<file path="src/rtl/cim_pkg.sv">
// Shared definitions for the CIM weight-loading path: default geometry,
// loader state encoding and ping/pong row-select constants.
package cim_pkg;

    // Default bank geometry: 144 rows per bank, 8 bit-slice banks.
    localparam int ROWS_DEF       = 144;
    localparam int ADDR_WIDTH_DEF = 8;
    localparam int BANKS_DEF      = 8;

    // Loader FSM encoding.
    typedef enum logic {
        LOAD      = 1'b0,
        WAIT_SWAP = 1'b1
    } loader_state_e;

    // Row-select values shared by the writer and the MAC datapath.
    localparam logic ROW_PING = 1'b0;
    localparam logic ROW_PONG = 1'b1;

    // The row being written is always the one the MAC is not reading.
    function automatic logic shadow_row(input logic active);
        return ~active;
    endfunction

endpackage : cim_pkg

</file>
<file path="src/rtl/cim_weight_loader.sv">
// Weight loader for the CIM bit-slice banks. Accepts one weight word per row,
// broadcasts it as a single registered write to all banks, and manages the
// ping/pong swap between the shadow row (being written) and the active row
// (being read by the MAC).
module cim_weight_loader
    import cim_pkg::*;
#(
    parameter int ROWS       = ROWS_DEF,
    parameter int ADDR_WIDTH = ADDR_WIDTH_DEF,
    parameter int BANKS      = BANKS_DEF
) (
    input  logic                  clk,
    input  logic                  rst,
    input  logic                  s_valid,
    output logic                  s_ready,
    input  logic [BANKS-1:0]      s_data,
    input  logic                  s_last,
    input  logic                  mac_release,
    output logic                  bank_we,
    output logic [ADDR_WIDTH-1:0] bank_wa,
    output logic [BANKS-1:0]      bank_d,
    output logic                  bank_write_to_pong_row,
    output logic                  active_row,
    output logic                  active_valid,
    output logic                  load_done,
    output logic                  frame_err
);

    localparam logic [ADDR_WIDTH-1:0] LAST_ADDR = ADDR_WIDTH'(ROWS - 1);

    loader_state_e         state_q, state_d;
    logic [ADDR_WIDTH-1:0] addr_q, addr_d;
    logic                  release_pending_q, release_pending_d;

    logic                  bank_we_q, bank_we_d;
    logic [ADDR_WIDTH-1:0] bank_wa_q, bank_wa_d;
    logic [BANKS-1:0]      bank_d_q, bank_d_d;
    logic                  pong_q, pong_d;
    logic                  active_row_q, active_row_d;
    logic                  active_valid_q, active_valid_d;
    logic                  load_done_q, load_done_d;
    logic                  frame_err_q, frame_err_d;

    logic                  accept;
    logic                  at_last;
    logic                  swap;

    assign accept  = s_valid & s_ready;
    assign at_last = (addr_q == LAST_ADDR);
    // A swap may happen once the shadow row is full and either nothing valid
    // is being read yet or the MAC has released (now or earlier).
    assign swap    = (state_q == WAIT_SWAP) &&
                     (!active_valid_q || mac_release || release_pending_q);

    // FSM state register.
    always_ff @(posedge clk) begin
        if (rst) begin
            state_q <= LOAD;
        end else begin
            state_q <= state_d;
        end
    end

    // FSM next state: fill a full frame, then hold until the swap is allowed.
    always_comb begin
        state_d = state_q;
        case (state_q)
            LOAD:      if (accept && at_last) state_d = WAIT_SWAP;
            WAIT_SWAP: if (swap)              state_d = LOAD;
            default:                          state_d = LOAD;
        endcase
    end

    // FSM outputs: the only combinational output, ready while loading.
    always_comb begin
        s_ready = (state_q == LOAD);
    end

    // Next values for the address counter, write port and row bookkeeping.
    always_comb begin
        addr_d            = addr_q;
        bank_we_d         = accept;
        bank_wa_d         = bank_wa_q;
        bank_d_d          = bank_d_q;
        pong_d            = pong_q;
        active_row_d      = active_row_q;
        active_valid_d    = active_valid_q;
        load_done_d       = swap;
        frame_err_d       = 1'b0;
        release_pending_d = release_pending_q;

        if (accept) begin
            // Frame length is fixed at ROWS words; s_last only flags mismatches.
            addr_d      = at_last ? '0 : addr_q + 1'b1;
            bank_wa_d   = addr_q;
            bank_d_d    = s_data;
            pong_d      = shadow_row(active_row_q);
            frame_err_d = (s_last != at_last);
        end

        if (swap) begin
            active_row_d      = ~active_row_q;
            active_valid_d    = 1'b1;
            release_pending_d = 1'b0;
        end else if (mac_release) begin
            // Early release is remembered so the swap fires at frame end.
            release_pending_d = 1'b1;
        end
    end

    // Registered datapath and row state; everything returns to reset values.
    always_ff @(posedge clk) begin
        if (rst) begin
            addr_q            <= '0;
            release_pending_q <= 1'b0;
            bank_we_q         <= 1'b0;
            bank_wa_q         <= '0;
            bank_d_q          <= '0;
            pong_q            <= ROW_PONG;
            active_row_q      <= ROW_PING;
            active_valid_q    <= 1'b0;
            load_done_q       <= 1'b0;
            frame_err_q       <= 1'b0;
        end else begin
            addr_q            <= addr_d;
            release_pending_q <= release_pending_d;
            bank_we_q         <= bank_we_d;
            bank_wa_q         <= bank_wa_d;
            bank_d_q          <= bank_d_d;
            pong_q            <= pong_d;
            active_row_q      <= active_row_d;
            active_valid_q    <= active_valid_d;
            load_done_q       <= load_done_d;
            frame_err_q       <= frame_err_d;
        end
    end

    assign bank_we                = bank_we_q;
    assign bank_wa                = bank_wa_q;
    assign bank_d                 = bank_d_q;
    assign bank_write_to_pong_row = pong_q;
    assign active_row             = active_row_q;
    assign active_valid           = active_valid_q;
    assign load_done              = load_done_q;
    assign frame_err              = frame_err_q;

endmodule : cim_weight_loader

</file>
<file path="config.mk">
export PLATFORM = sky130hd
export DESIGN_NAME = cim_weight_loader
export DESIGN_NICKNAME = d
export VERILOG_FILES = /design/src/rtl/cim_pkg.sv /design/src/rtl/cim_weight_loader.sv
export SDC_FILE = /design/constraint.sdc
export NUM_CORES = 1
export LEC_CHECK = 0
export CAP_MARGIN = 40
export CORE_ASPECT_RATIO = 0.7
export CORE_UTILIZATION = 41
export DETAILED_ROUTE_END_ITERATION = 10
export GPL_ROUTABILITY_DRIVEN = 0
export HOLD_SLACK_MARGIN = 0.08
export PLACE_DENSITY_LB_ADDON = 0.3
export SLEW_MARGIN = 20
export SYNTH_ARGS = -nofsm -noshare
export SYNTH_HDL_FRONTEND = slang
export SYNTH_SLANG_ARGS = --single-unit
</file>
<file path="constraint.sdc">
create_clock -name clk -period 1.89 [get_ports clk]
set_input_delay 0.378 -clock clk [delete_from_list [all_inputs] [get_ports clk]]
set_output_delay 0.378 -clock clk [all_outputs]
set_load 0.01 [all_outputs]
</file>
==> metrics.md, run 1 <==
| Metric | Value |
|---|---|
| Final setup vio count | 0 |
| GR peak layer | met2 |
| Hold_ws | 0.4519 ns |
| Met3 usage in global routing | 0.06796 |
| Final Hold Viols | 0 |
| Peak supply drop | 0.4456 mV |
| Met2 GRT Util | 0.2939 |
| CP Class | register to output port |
| PortBufs | 35 |
| HPWL after DPL | 1.969 mm |
| Initial antenna violation count | 0 |
| Seq/Total Area, Yosys | 0.5389 |
| Met1 Use GR | 0.2408 |
| WP data arrival | 1.35 ns |
| Via/cell ratio | 5.092 |
| DRT Wirelength | 2.628 mm |
| Drt initial violations | 43 |
| Slew @ Worst Pin | 0.4523 ns |
| Worst relative slew slack | 0.6978 |
| DRC Markers | 0 |
| Post-cts repair resize count | 0 |
| Total number of vias | 1110 |
| Overall power | 1.359 mW |
| Tightest Hold Check Type | register to register |
| Min Tclk post-route | 1.727 ns |
| PD cells | 801.5 nW/um2 |
| Commonest non-fill, non-tap cell in the layout | nand2_1 |
| Clock buffer depth | 2 |
| Avg WL per Cell | 12.06 um |
| # rows | 15 |
| CTS Buf Count | 5 |
| Clock latency on the worst-skew pair | 0.28 ns |
| Initial core utilization | 0.4556 |
| Vias in the first global route | 950 |
| Ports | 36 |
| Gr ovfl total | 0 |
| Root Buffer | clkbuf_8 |
| Data required, critical path | 1.51 ns |
| Fin nets | 197 |
| CTS clk-pin slew, worst paths | 0.06 ns |
| Async S/R FF share, synth | 0 |
| # diodes | 0 |
| TNS Setup | 0 ns |
| Cells after synthesis | 142 |
| TritonRoute pass-1 iters | 4 |
| Syn Nets | 156 |
| Die Ht | 47.05 um |
| Synth Area per Inst | 8.371 um2 |
| Global-route wire length before repair | 4.264 mm |
| Post-synthesis register bit count | 32 |
| Fmax | 579.2 MHz |
| Chip width | 66.36 um |
| GRT Util Overall | 0.1912 |
| Finished Layout Cells | 218 |
| Final ANT Viol Nets | 0 |
| Core Region | 2609 um2 |
| Most frequent cells in the layout | nand2_1, clkdlybuf4s50_1, dfxtp_1 |
| Die area | 3122 um2 |
| Placed cells | 210 |
| Post-CTS Setup Inserts | 0 |
| Crit share post-route | 0.9135 |
| Layout Skew | 0.004143 ns |
| CTS Hold Bufs | 0 |
| CP Capture Type | output port |
| CTS tree | yes |
| Largest net degree at the start of global routing | 19 |
| Worst-path fanout max | 8 |
| Yosys warnings | 0 |
| Final Max Slew Viols | 0 |
| Maxcap violations | 0 |
| CP startpoint kind | register |
| H-tree Lvls | 2 |
| Post-synth EDFFs | 0 |
| Layout cells sized above 1 | 0.09239 |
| Post-synth cell types | 24 |
| P_leak | 0.6013 nW |
| Clock sink total | 32 |
| Post-Syn Area | 1189 um2 |
| Area Growth Syn to Fin | 42.63% |
| Status | complete, no violations |
| Main flop type after synthesis | dfxtp_1 |
| RSZ-0062 raised after global routing | no |
==> critical path, stage by stage, from the launching register on <==
cell and delay, ns:
dfxtp_1 0.46, inv_1 0.12, clkdlybuf4s50_1 0.49
==> registers in the layout, summed over array words and instances, names as in the netlist <==
register,count
bank_wa,8
release_pending_q,1
load_done,1
state_q,1
bank_d,8
active_valid,1
bank_write_to_pong_row,1
bank_we,1
frame_err,1
addr_q,8
active_row,1
==> where the power goes <==
group	internal, mW	switching, mW
Clock	0.290	0.236
Combinational	0.0692	0.0561
Sequential	0.695	0.0129
Total	1.05	0.305
==> Yosys cell counts (all sizes together), types with 3 or more instances <==
cell,count,area share
o31ai,3,0.023
or3,6,0.032
nor2,6,0.019
clkbuf,7,0.022
nand2,38,0.12
inv,3,0.0095
a21oi,24,0.10
dfxtp,32,0.54
o21ai,5,0.021
==> kinds of logic after synthesis <==
kind of cell | after synthesis | synth area share
adder cells (fa/ha/maj) | 1 | 0.01052
flip-flops | 32 | 0.5389
XOR/XNOR | 2 | 0.01474
AO/OA/AOI/OAI | 34 | 0.1579
buffers and inverters | 11 | 0.03579
AND/OR/NAND/NOR | 62 | 0.2421
==> layout make-up <==
class | count | area (um2)
repair buffers | 42 | 402.9
multi-input cells | 99 | 505.5
well taps | 34 | 42.54
clock buffers | 6 | 82.58
inverters | 3 | 11.26
fillers | 203 | 913.4
flip-flops and latches | 32 | 640.6
clock inverters | 2 | 10.01
==> path summary, 6_finish.rpt <==
kind	slack, ns	cells past startpoint	to	startpoint
max reg2reg	0.28	4	addr_q[6]	addr_q[0]
min	0.45	2	bank_wa[2]	bank_wa[2]
max	0.16	2	s_ready	state_q
min reg2reg	0.45	2	bank_wa[2]	bank_wa[2]
==> per-stage QoR <==
stage	area, um2	worst slack, ns	util
floorplan	1189	0.4575	-
global placement	1603	0.1266	0.6144
detailed placement	1603	0.1112	0.6144
CTS	1695	0.1676	0.6499
global route	1695	0.08752	0.6499
finish	1695	0.1634	0.6499
==> layer usage <==
layer / part of all wire / wire (um)
met3: 0.073 / 191
met1: 0.46 / 1210
met4: 0.0027 / 7
met5: 0 / 0
met2: 0.46 / 1218
(Power assumes the default switching activity.)
==> run 2, diff against run 1 <==
- CAP_MARGIN: 40 -> not set
- SKIP_LAST_GASP: not set -> 1
==> results of run 2 <==
Same layout as run 1: the final DEF is identical, and so are final timing and power.
